==> src/rtl/lc2k_alu_pkg.sv <==
// Shared encodings and helpers for the LC2K multi-cycle ALU.
package lc2k_alu_pkg;

    localparam logic [2:0] OP_ADD = 3'd0;
    localparam logic [2:0] OP_NOR = 3'd1;
    localparam logic [2:0] OP_EQ  = 3'd2;
    localparam logic [2:0] OP_SUB = 3'd3;
    localparam logic [2:0] OP_MUL = 3'd4;

    typedef enum logic [1:0] {
        ST_IDLE    = 2'd0,
        ST_MUL_RUN = 2'd1,
        ST_DONE    = 2'd2
    } state_e;

    function automatic logic is_legal_op(input logic [2:0] op, input logic mul_en);
        return (op <= OP_SUB) || ((op == OP_MUL) && mul_en);
    endfunction

endpackage

==> src/rtl/lc2k_alu_mul_iter.sv <==
// Iterative shift-add multiplier: one multiplier bit per cycle, DATA_WIDTH cycles.
module lc2k_alu_mul_iter #(
    parameter int DATA_WIDTH = 32,
    parameter int CNT_W      = $clog2(DATA_WIDTH + 1)
) (
    input  logic                  clk,
    input  logic                  reset,
    input  logic                  start,
    input  logic [DATA_WIDTH-1:0] a,
    input  logic [DATA_WIDTH-1:0] b,
    output logic                  done,
    output logic [DATA_WIDTH-1:0] product
);

    logic [DATA_WIDTH-1:0] mcand_q, mcand_d;
    logic [DATA_WIDTH-1:0] mplier_q, mplier_d;
    logic [DATA_WIDTH-1:0] acc_q, acc_d;
    logic [CNT_W-1:0]      cnt_q, cnt_d;
    logic                  run_q, run_d;
    logic                  done_q, done_d;

    always_comb begin
        mcand_d  = mcand_q;
        mplier_d = mplier_q;
        acc_d    = acc_q;
        cnt_d    = cnt_q;
        run_d    = run_q;
        done_d   = 1'b0;
        if (start) begin
            mcand_d  = a;
            mplier_d = b;
            acc_d    = '0;
            cnt_d    = '0;
            run_d    = 1'b1;
        end else if (run_q) begin
            if (mplier_q[0]) begin
                acc_d = acc_q + mcand_q;
            end
            mcand_d  = mcand_q << 1;
            mplier_d = mplier_q >> 1;
            cnt_d    = cnt_q + CNT_W'(1);
            // Fixed iteration count; no early exit on a zero multiplier.
            if (cnt_q == CNT_W'(DATA_WIDTH - 1)) begin
                run_d  = 1'b0;
                done_d = 1'b1;
            end
        end
    end

    always_ff @(posedge clk or posedge reset) begin
        if (reset) begin
            mcand_q  <= '0;
            mplier_q <= '0;
            acc_q    <= '0;
            cnt_q    <= '0;
            run_q    <= 1'b0;
            done_q   <= 1'b0;
        end else begin
            mcand_q  <= mcand_d;
            mplier_q <= mplier_d;
            acc_q    <= acc_d;
            cnt_q    <= cnt_d;
            run_q    <= run_d;
            done_q   <= done_d;
        end
    end

    assign done    = done_q;
    assign product = acc_q;

endmodule

==> src/rtl/lc2k_alu_mc.sv <==
// LC2K multi-cycle ALU: handshake FSM, single-cycle ops and iterative MUL.
module lc2k_alu_mc
    import lc2k_alu_pkg::*;
#(
    parameter int DATA_WIDTH = 32,
    parameter bit MUL_EN     = 1'b1,
    localparam int CNT_W     = $clog2(DATA_WIDTH + 1)
) (
    input  logic                  clk,
    input  logic                  reset,
    input  logic                  in_valid,
    output logic                  in_ready,
    input  logic [2:0]            op,
    input  logic [DATA_WIDTH-1:0] a,
    input  logic [DATA_WIDTH-1:0] b,
    output logic                  out_valid,
    input  logic                  out_ready,
    output logic [DATA_WIDTH-1:0] result,
    output logic                  eq_flag,
    output logic                  zero_flag,
    output logic                  illegal_op,
    output logic                  busy
);

    state_e                state_q, state_d;
    logic [DATA_WIDTH-1:0] result_q, result_d;
    logic                  valid_q, valid_d;
    logic                  eq_q, eq_d;
    logic                  zero_q, zero_d;
    logic                  illegal_q, illegal_d;

    logic                  accept;
    logic                  mul_start;
    logic                  mul_done;
    logic [DATA_WIDTH-1:0] mul_product;

    assign accept    = in_valid && in_ready;
    assign mul_start = accept && (op == OP_MUL) && MUL_EN;

    lc2k_alu_mul_iter #(
        .DATA_WIDTH(DATA_WIDTH),
        .CNT_W     (CNT_W)
    ) u_mul (
        .clk    (clk),
        .reset  (reset),
        .start  (mul_start),
        .a      (a),
        .b      (b),
        .done   (mul_done),
        .product(mul_product)
    );

    always_comb begin
        state_d   = state_q;
        result_d  = result_q;
        valid_d   = valid_q;
        eq_d      = eq_q;
        zero_d    = zero_q;
        illegal_d = illegal_q;
        unique case (state_q)
            ST_IDLE: begin
                if (accept) begin
                    eq_d      = 1'b0;
                    illegal_d = 1'b0;
                    if (mul_start) begin
                        state_d = ST_MUL_RUN;
                    end else begin
                        state_d = ST_DONE;
                        valid_d = 1'b1;
                        if (!is_legal_op(op, MUL_EN)) begin
                            result_d  = '0;
                            illegal_d = 1'b1;
                        end else begin
                            unique case (op)
                                OP_ADD:  result_d = a + b;
                                OP_NOR:  result_d = ~(a | b);
                                OP_SUB:  result_d = a - b;
                                default: begin
                                    result_d = '0;
                                    eq_d     = (a == b);
                                end
                            endcase
                        end
                        zero_d = (result_d == '0);
                    end
                end
            end
            ST_MUL_RUN: begin
                if (mul_done) begin
                    state_d  = ST_DONE;
                    valid_d  = 1'b1;
                    result_d = mul_product;
                    zero_d   = (mul_product == '0);
                end
            end
            ST_DONE: begin
                if (out_ready) begin
                    state_d = ST_IDLE;
                    valid_d = 1'b0;
                end
            end
            default: state_d = ST_IDLE;
        endcase
    end

    always_ff @(posedge clk or posedge reset) begin
        if (reset) begin
            state_q   <= ST_IDLE;
            result_q  <= '0;
            valid_q   <= 1'b0;
            eq_q      <= 1'b0;
            zero_q    <= 1'b0;
            illegal_q <= 1'b0;
        end else begin
            state_q   <= state_d;
            result_q  <= result_d;
            valid_q   <= valid_d;
            eq_q      <= eq_d;
            zero_q    <= zero_d;
            illegal_q <= illegal_d;
        end
    end

    assign in_ready   = (state_q == ST_IDLE) && !reset;
    assign busy       = (state_q != ST_IDLE);
    assign out_valid  = valid_q;
    assign result     = result_q;
    assign eq_flag    = eq_q;
    assign zero_flag  = zero_q;
    assign illegal_op = illegal_q;

endmodule

==> config.mk <==
export PLATFORM = sky130hd
export DESIGN_NAME = lc2k_alu_mc
export DESIGN_NICKNAME = d
export VERILOG_FILES = /design/src/rtl/lc2k_alu_pkg.sv /design/src/rtl/lc2k_alu_mul_iter.sv /design/src/rtl/lc2k_alu_mc.sv
export SDC_FILE = /design/constraint.sdc
export NUM_CORES = 1
export LEC_CHECK = 0
export BUFFER_PORTS_ARGS = -buffer_cell sky130_fd_sc_hd__buf_2
export CAP_MARGIN = 20
export CORE_MARGIN = 2
export CORE_UTILIZATION = 55
export DETAILED_ROUTE_END_ITERATION = 10
export GPL_ROUTABILITY_DRIVEN = 0
export GPL_TIMING_DRIVEN = 0
export PLACE_DENSITY = 0.82
export SKIP_LAST_GASP = 1
export SLEW_MARGIN = 10
export SYNTH_ARGS = -nofsm -noshare
export SYNTH_HDL_FRONTEND = slang
export SYNTH_SLANG_ARGS = --single-unit
==> constraint.sdc <==
create_clock -name clk -period 8.4 [get_ports clk]
set_input_delay 0.42 -clock clk [delete_from_list [all_inputs] [get_ports clk]]
set_output_delay 0.42 -clock clk [all_outputs]
set_load 0.05 [all_outputs]
==> results of run 1 <==
-- layer usage --
layer	up-vias	part of all wire
li1	5903	-
met1	6138	0.38
met2	919	0.45
met3	193	0.12
met4	0	0.057
met5	-	0
-- path summary, 6_finish.rpt --
| path | from | cells past startpoint | end |
|---|---|---|---|
| min reg2reg | result[3] | 2 | result[3] |
| max in group asynchronous | reset | 4 | u_mul.mplier_q[16] |
| max | a[1] | 15 | zero_flag |
| min in group asynchronous | reset | 3 | illegal_op |
| min | b[9] | 3 | u_mul.mplier_q[9] |
| max reg2reg | u_mul.product[10] | 14 | u_mul.product[31] |
-- state kept, by name, indices dropped and copies added, names as in the netlist, 2 cells and up --
| signal | count |
|---|---|
| state_q | 2 |
| result | 32 |
| u_mul.mcand_q | 32 |
| u_mul.mplier_q | 32 |
| u_mul.product | 32 |
| u_mul.cnt_q | 6 |
-- cell type report --
| type | count | area [µm²] | area share |
|---|---|---|---|
| timing repair buffer | 111 | 583 | 0.0413 |
| tap | 285 | 357 | 0.0253 |
| clock inverter | 15 | 134 | 0.00948 |
| inverter | 105 | 402 | 0.0285 |
| sequential | 142 | 3550 | 0.252 |
| multi-input combinational | 1240 | 8310 | 0.588 |
| clock buffer | 17 | 425 | 0.0301 |
| buffer | 90 | 355 | 0.0252 |
-- per-stage QoR --
stage,instances,hold slack [ns],util,cell area (µm²)
global placement,1969,0.459,0.598,13500
detailed placement,1971,0.416,0.600,13500
global route,2005,0.233,0.625,14100
floorplan,1577,0.447,-,12600
finish,2005,0.219,0.625,14100
CTS,2004,0.221,0.625,14100
-- cell usage after synthesis, types with 18 or more instances --
| master | n | area, µm² |
|---|---|---|
| sky130_fd_sc_hd__a21oi_1 | 146 | 731 |
| sky130_fd_sc_hd__clkbuf_1 | 77 | 289 |
| sky130_fd_sc_hd__nand2_1 | 197 | 739 |
| sky130_fd_sc_hd__o21ai_0 | 138 | 691 |
| sky130_fd_sc_hd__nor2_1 | 108 | 405 |
| sky130_fd_sc_hd__nor4_1 | 21 | 131 |
| sky130_fd_sc_hd__nor2b_1 | 18 | 113 |
| sky130_fd_sc_hd__inv_1 | 101 | 379 |
| sky130_fd_sc_hd__nand3_1 | 24 | 120 |
| sky130_fd_sc_hd__nor3_1 | 24 | 120 |
| sky130_fd_sc_hd__a21o_1 | 35 | 263 |
| sky130_fd_sc_hd__dfrtp_1 | 142 | 3550 |
| sky130_fd_sc_hd__ha_1 | 134 | 1680 |
| sky130_fd_sc_hd__a211oi_1 | 18 | 135 |
| sky130_fd_sc_hd__xnor2_1 | 38 | 333 |
| sky130_fd_sc_hd__mux2i_1 | 75 | 751 |
-- worst reg2reg max path: stages, from the launching register on --
cell and delay (ns):
sky130_fd_sc_hd__dfrtp_1 0.43, sky130_fd_sc_hd__ha_1 0.31, sky130_fd_sc_hd__clkbuf_1 0.21, sky130_fd_sc_hd__a21o_1 0.24
sky130_fd_sc_hd__a221oi_1 0.43, sky130_fd_sc_hd__o211ai_1 0.13, sky130_fd_sc_hd__a21oi_1 0.37, sky130_fd_sc_hd__o31ai_1 0.18
sky130_fd_sc_hd__a211oi_1 0.41, sky130_fd_sc_hd__o31ai_1 0.18, sky130_fd_sc_hd__nand4_1 0.12, sky130_fd_sc_hd__nand2_1 0.06
sky130_fd_sc_hd__xnor2_1 0.16, sky130_fd_sc_hd__or3_1 0.32, sky130_fd_sc_hd__a21oi_1 0.14
-- layout by cell type, fill, tap and decap left out, types with 7 or more instances in the layout --
| cell | netlist | final |
|---|---|---|
| sky130_fd_sc_hd__a221o_1 | 8 | 8 |
| sky130_fd_sc_hd__nor4_1 | 21 | 21 |
| sky130_fd_sc_hd__nand3_1 | 24 | 24 |
| sky130_fd_sc_hd__clkbuf_1 | 77 | 77 |
| sky130_fd_sc_hd__o21ai_1 | 9 | 9 |
| sky130_fd_sc_hd__o21a_1 | 13 | 13 |
| sky130_fd_sc_hd__a211oi_1 | 18 | 18 |
| sky130_fd_sc_hd__or3_1 | 8 | 8 |
| sky130_fd_sc_hd__nor3_1 | 24 | 24 |
| sky130_fd_sc_hd__nand2b_1 | 10 | 10 |
| sky130_fd_sc_hd__o21bai_1 | 10 | 10 |
| sky130_fd_sc_hd__dfrtp_1 | 142 | 142 |
| sky130_fd_sc_hd__o211ai_1 | 10 | 10 |
| sky130_fd_sc_hd__nand4_1 | 17 | 17 |
| sky130_fd_sc_hd__a22oi_1 | 11 | 11 |
| sky130_fd_sc_hd__o21ai_0 | 138 | 138 |
| sky130_fd_sc_hd__clkbuf_16 | 0 | 17 |
| sky130_fd_sc_hd__nor2_1 | 108 | 108 |
| sky130_fd_sc_hd__buf_2 | 5 | 113 |
| sky130_fd_sc_hd__a21oi_1 | 146 | 146 |
| sky130_fd_sc_hd__ha_1 | 134 | 134 |
| sky130_fd_sc_hd__nand2_1 | 197 | 197 |
| sky130_fd_sc_hd__a31oi_1 | 13 | 13 |
| sky130_fd_sc_hd__inv_1 | 101 | 100 |
| sky130_fd_sc_hd__xor2_1 | 12 | 12 |
| sky130_fd_sc_hd__nor2b_1 | 18 | 18 |
| sky130_fd_sc_hd__xnor2_1 | 38 | 38 |
| sky130_fd_sc_hd__and3_1 | 9 | 9 |
| sky130_fd_sc_hd__o221ai_1 | 7 | 7 |
| sky130_fd_sc_hd__a21o_1 | 35 | 35 |
| sky130_fd_sc_hd__mux2i_1 | 75 | 75 |
| sky130_fd_sc_hd__o31ai_1 | 17 | 17 |
-- logic make-up (layout without fill, tap and decap cells) --
kind of cell | Yosys count | after routing | share of synthesized area
AO/OA/AOI/OAI | 505 | 505 | 0.252
XOR/XNOR | 50 | 50 | 0.0347
adder cells (fa/ha/maj) | 137 | 137 | 0.138
multiplexers | 78 | 78 | 0.0622
buffers and inverters | 195 | 338 | 0.0594
AND/OR/NAND/NOR | 470 | 470 | 0.172
flip-flops | 142 | 142 | 0.282
-- power by group --
group / internal (µW) / total (µW) / switching [µW]
clock: 388 / 737 / 349
sequential: 950 / 1190 / 236
combinational: 717 / 1960 / 1250
-- timing repair --
item                       CTS  global route
hold buffers                 1             0
hold endpoints to repair    32             0
setup endpoints to repair    0             0
resized for setup            0             0
==> impl_summary.log, run 1 <==
INFO  metric rsz0062_at_grt = false
INFO  metric hold_viol_final = 0
INFO  metric use_met2 = 0.547
INFO  metric grt_util_all_layers = 0.339
INFO  metric floorplan.die_area = 24100 µm²
INFO  metric cp_data_required_time = 8.74 ns
INFO  metric max-cap-violations = 0
INFO  metric crit_slowest_cell = sky130_fd_sc_hd__o31ai_1
INFO  metric cp_cell_sequence = buf_2, inv_1, ha_1, or2_1, a221o_1, a311oi_1, a21oi_1, o31ai_1, xnor2_1, o21ai_1, a2111oi_1, nand4_1, nor4_1, nand4_1, o31ai_2
INFO  metric fin_skew = 0.0107 ns
INFO  metric grt_use_met3 = 0.0772
INFO  metric critPathCaptureType = register
INFO  metric grt.met1_usage = 0.431
INFO  metric yosysSeqAreaShare = 0.282
INFO  metric fmax = 222 MHz
INFO  metric result_of_the_run = complete, no violations
INFO  metric pre_cts_ws = 3.64 ns
INFO  metric setup_viol = 0
INFO  metric cp.buffers_inverters = 2
INFO  metric clock_sink_count = 142
INFO  metric grt_pass1_wl = 64700 µm
INFO  metric synth.cell_area = 12600 µm²
INFO  metric final_ant_viol_nets = 0
INFO  metric port-buffer-count = 107
INFO  metric maximum_number_of_pins_on_one_net_before_global_route_repair = 111
INFO  metric first_global_vias = 12500
INFO  metric drt_iter0_markers = 1985
INFO  metric cts-htree-levels = 4
INFO  metric postSynthNetCount = 1785
INFO  metric irDropWorstVdd = 154 µV
INFO  metric fillCellCount = 1918
INFO  metric top_level_ports = 109
INFO  metric ctsRootBufferMaster = sky130_fd_sc_hd__clkbuf_16
INFO  metric finalNetCount = 1915
INFO  metric detailed_place_hpwl = 31700 µm
INFO  metric yosys_register_bits = 142
INFO  metric placeableCoreArea = 22600 µm²
INFO  metric path_class = primary input to register
INFO  metric clock_tree_from_tritoncts = built
INFO  metric synth_cell_type_count = 81
INFO  metric worst_setup_slack_after_layout = 3.90 ns
INFO  metric cts-buffers-inserted = 17
INFO  metric synthArstFlopShare = 1.00
INFO  metric vias_per_cell = 6.56
INFO  metric drc = 0
INFO  metric route.final.wire_length = 41400 µm
INFO  metric globalRoute.totalOverflow = 0
INFO  metric critical_path.max_stage_delay = 0.51 ns
INFO  metric detailroute.via_count = 13200
INFO  metric synth_warnings = 0
INFO  metric synth_edf_count = 0
INFO  metric worst_setup_path_start_kind = primary input
INFO  metric area_overhead_vs_synth = 12.0%
INFO  metric clockBufferDepth = 2
INFO  metric postSynthCellCount = 1577
INFO  metric cellPowerDensity = 275 nW/µm²
INFO  metric firstDrtPassIters = 8
INFO  metric timing.final.max_slew_violations = 0
INFO  metric initial_core_util = 0.559
INFO  metric worstPathMaxFanout = 5
INFO  metric final_layout_size_suffix_gt1_frac = 0.0994
INFO  metric layout_worst_path_cycle_share = 0.536
INFO  metric post_cts_setup_repair_buffer_count = 0
INFO  metric total_power = 3890 µW
INFO  metric syn_area_per_cell = 7.99 µm²
INFO  metric clkTransAtPathRegs = 0.07 ns
INFO  metric grt-busiest-layer = met2
INFO  metric drt-wirelength-per-cell = 20.7 µm
INFO  metric row_count = 55
INFO  metric reg2reg_slack = 4.62 ns
INFO  metric timing.final.crit_period = 4.50 ns
INFO  metric min_path_type = primary input to register
INFO  metric num_antenna_cells = 0
INFO  metric insertion_delay = 0.44 ns
INFO  metric crit_top_cell = sky130_fd_sc_hd__nand4_1
INFO  metric antenna_found_initial = 1
INFO  metric crit_arrival = 4.85 ns
INFO  metric final.setup.tns = 0 ns
INFO  metric die-width = 155 µm
INFO  metric cellLeakagePower = 0.00693 µW
INFO  metric die_h = 155 µm
INFO  metric worst_slew_pin_slew = 1.18 ns
INFO  metric max-slew-margin-rel = 0.213
INFO  metric postSynth.topFlopCell = sky130_fd_sc_hd__dfrtp_1
INFO  metric critPathTopFamily = compound AO/OA/AOI/OAI gates
Power figures use the tool's default switching activity.
==> run 2, diff against run 1 <==
--- a/config.mk
+++ b/config.mk
@@ -12,7 +12,7 @@
 export DETAILED_ROUTE_END_ITERATION = 10
 export GPL_ROUTABILITY_DRIVEN = 0
 export GPL_TIMING_DRIVEN = 0
-export PLACE_DENSITY = 0.82
+export PLACE_DENSITY = 0.85
 export SKIP_LAST_GASP = 1
 export SLEW_MARGIN = 10
 export SYNTH_ARGS = -nofsm -noshare
==> constraint.sdc (replaced) <==
create_clock -name clk -period 3.75 [get_ports clk]
set_input_delay 0.1875 -clock clk [delete_from_list [all_inputs] [get_ports clk]]
set_output_delay 0.1875 -clock clk [all_outputs]
set_load 0.05 [all_outputs]
==> run 2 against run 1 <==
Effect of this change: the run now ends with hold timing, setup timing left; register-to-register slack got worse by 4.6 ns; first-iteration DRC count grew 6.9%; critical path type unchanged; setup slack got worse by 4.0 ns.
==> impl_summary.log, run 2 (same netlist as run 1, synthesis figures left out) <==
INFO  metric result_of_the_run = finished, violations left
INFO  metric violations = hold timing, setup timing
INFO  metric drt-wirelength-per-cell = 20.8 µm (+0.92%)
INFO  metric worstPathMaxFanout = 5 (unchanged)
INFO  metric row_count = 55 (unchanged)
INFO  metric clkTransAtPathRegs = 0.07 ns (about the same)
INFO  metric grt_pass1_wl = 66500 µm (+2.7%)
INFO  metric clock_tree_from_tritoncts = built
INFO  metric cts-htree-levels = 4 (unchanged)
INFO  metric cts-buffers-inserted = 17 (unchanged)
INFO  metric floorplan.die_area = 24100 µm² (unchanged)
INFO  metric max-cap-violations = 0 (unchanged)
INFO  metric worst_setup_path_start_kind = primary input
INFO  metric die_h = 155 µm (unchanged)
INFO  metric irDropWorstVdd = 360 µV (+130%)
INFO  metric cellLeakagePower = 0.00702 µW (+1.3%)
INFO  metric firstDrtPassIters = 10 (+2)
INFO  metric fmax = 260 MHz
INFO  metric min_path_type = primary input to register
INFO  metric worst_slew_pin_slew = 0.990 ns (-0.187 ns)
INFO  metric grt_util_all_layers = 0.348 (+0.00938)
INFO  metric detailroute.via_count = 13300 (+1.2%)
INFO  metric placed_cells_incl_taps = 1975 (+0.20%)
INFO  metric final_cell_count_no_fill = 2019 (+0.70%)
INFO  metric ctsRootBufferMaster = sky130_fd_sc_hd__clkbuf_16
INFO  metric cp_data_required_time = 4.10 ns (-4.64 ns)
INFO  metric cellPowerDensity = 617 nW/µm² (+120%)
INFO  metric fin_skew = 0.00785 ns (-0.00281 ns)
INFO  metric ff_latch_area = 3550 µm² (unchanged)
INFO  metric mostFrequentLayoutCell = sky130_fd_sc_hd__nand2_1
INFO  metric clock_sink_count = 142 (unchanged)
INFO  metric maximum_number_of_pins_on_one_net_before_global_route_repair = 40 (-64%)
INFO  metric timing.final.crit_period = 3.85 ns
INFO  metric drc = 0 (unchanged)
INFO  metric setup_viol = 1 (+1)
INFO  metric area_overhead_vs_synth = 13.8%
INFO  metric utilization = 0.636 (+0.0105)
INFO  metric insertion_delay = 0.44 ns (about the same)
INFO  metric globalRoute.totalOverflow = 0 (unchanged)
INFO  metric final_layout_size_suffix_gt1_frac = 0.108 (+0.00906)
INFO  metric vias_per_cell = 6.59 (+0.50%)
INFO  metric worst_setup_slack_after_layout = -0.0985 ns (-4.00 ns)
INFO  metric port-buffer-count = 107 (unchanged)
INFO  metric worst_hold_slack = -0.00499 ns (-0.224 ns)
INFO  metric first_global_vias = 12700 (+1.6%)
INFO  metric die-width = 155 µm (unchanged)
INFO  metric route.final.wire_length = 42100 µm (+1.6%)
INFO  metric final.setup.tns = -0.0985 ns (-0.0985 ns)
INFO  metric finalNetCount = 1928 (+0.68%)
INFO  metric critPathCaptureType = register
INFO  metric detailed_place_hpwl = 32300 µm (+1.7%)
INFO  metric layout_worst_path_cycle_share = 1.03
INFO  metric drt_iter0_markers = 2121 (+6.9%)
INFO  metric layout.cells.most_common_list = sky130_fd_sc_hd__nand2_1, sky130_fd_sc_hd__a21oi_1, sky130_fd_sc_hd__dfrtp_1
INFO  metric clockBufferDepth = 2 (unchanged)
INFO  metric antenna_found_initial = 1 (unchanged)
INFO  metric crit_arrival = 4.20 ns (-0.65 ns)
INFO  metric initial_core_util = 0.559 (unchanged)
INFO  metric rsz0062_at_grt = true
INFO  metric top_level_ports = 109 (unchanged)
INFO  metric placeableCoreArea = 22600 µm² (unchanged)
INFO  metric fillCellCount = 1865 (-2.8%)
INFO  metric final_ant_viol_nets = 0 (unchanged)
INFO  metric hold_viol_final = 2 (+2)
INFO  metric path_class = primary input to register
INFO  metric max-slew-margin-rel = 0.340 (+0.127)
INFO  metric multi_input_comb_area = 8380 µm² (+0.86%)
INFO  metric timing.final.max_slew_violations = 0 (unchanged)
[run 2: cell types whose count changed in the layout (fill, tap and decap cells not counted), moves of 2 or more]
cell,delta
sky130_fd_sc_hd__o31ai_1,-3
sky130_fd_sc_hd__o31ai_2,+2
sky130_fd_sc_hd__dlygate4sd3_1,+7
sky130_fd_sc_hd__buf_4,+3
sky130_fd_sc_hd__buf_12,+4
[run 2: what timing repair did]
item,CTS,global route
gates resized for setup,8,6
endpoints found under the setup margin,1,5
endpoints found under the hold margin,28,0
buffers inserted,3,0
hold buffers,8,0
pin swaps,2,0
[run 2: per-stage QoR]
| step | setup slack (ns) | instance area, µm² | power, µW |
|---|---|---|---|
| 6_report | -0.0985 | 14400 | 8860 |
| 5_1_grt | -0.183 | 14300 | 9330 |
| 4_1_cts | 0.0152 | 14300 | 8700 |
| 3_5_place_dp | -0.714 | 13600 | 6930 |
| 3_3_place_gp | -0.670 | 13500 | 6740 |
| 2_1_floorplan | 0.467 | 12600 | 5780 |
[run 2: final timing paths]
| check | slack, ns | cells after the start | to | from |
|---|---|---|---|---|
| max reg2reg | 0.04 | 13 | u_mul.product[27] | u_mul.product[10] |
| min in group asynchronous | 0.42 | 3 | u_mul.cnt_q[2] | reset |
| min reg2reg | 0.48 | 1 | result[25] | result[25] |
| min | -0.005 | 3 | u_mul.mplier_q[22] | b[22] |
| max in group asynchronous | 2.55 | 5 | result[8] | reset |
| max | -0.1 | 16 | zero_flag | b[0] |
[run 2: final cells by class]
| class | instances | share of cell area |
|---|---|---|
| multi-input combinational | 1240 | 0.584 |
| sequential | 142 | 0.248 |
| timing repair buffer | 124 | 0.0507 |
| clock buffer | 17 | 0.0296 |
| inverter | 105 | 0.0277 |
| tap | 285 | 0.0248 |
| buffer | 90 | 0.0248 |
| clock inverter | 15 | 0.0109 |
| antenna | 1 | 0.000174 |
[run 2: report_power, final]
part / internal (µW) / switching [µW] / leakage (µW)
registers: 2130 / 521 / 0.00185
clock network: 939 / 805 / 0.000286
logic: 1630 / 2840 / 0.00489
total: 4690 / 4170 / 0.00702
[run 2: worst max-delay path, cell delays in order]
cell	delay (ns)
sky130_fd_sc_hd__buf_2	0.15
sky130_fd_sc_hd__ha_1	0.24
sky130_fd_sc_hd__inv_1	0.07
sky130_fd_sc_hd__fa_1	0.41
sky130_fd_sc_hd__nor2b_1	0.21
sky130_fd_sc_hd__o31a_1	0.23
sky130_fd_sc_hd__o21ai_1	0.23
sky130_fd_sc_hd__o31ai_4	0.38
sky130_fd_sc_hd__a21oi_1	0.19
sky130_fd_sc_hd__mux2i_1	0.18
sky130_fd_sc_hd__nand4_1	0.35
sky130_fd_sc_hd__nor4_1	0.45
sky130_fd_sc_hd__nand4_1	0.19
sky130_fd_sc_hd__nor4_2	0.38
sky130_fd_sc_hd__nand4_1	0.15
sky130_fd_sc_hd__o31ai_2	0.19
[run 2: routing by layer]
| layer | up-vias | global-route usage | share of wire |
|---|---|---|---|
| met4 | 0 | 0.184 | 0.068 |
| met3 | 271 | 0.0724 | 0.12 |
| li1 | 5946 | - | - |
| met2 | 940 | 0.543 | 0.43 |
| met5 | - | 0 | 0 |
| met1 | 6154 | 0.457 | 0.38 |
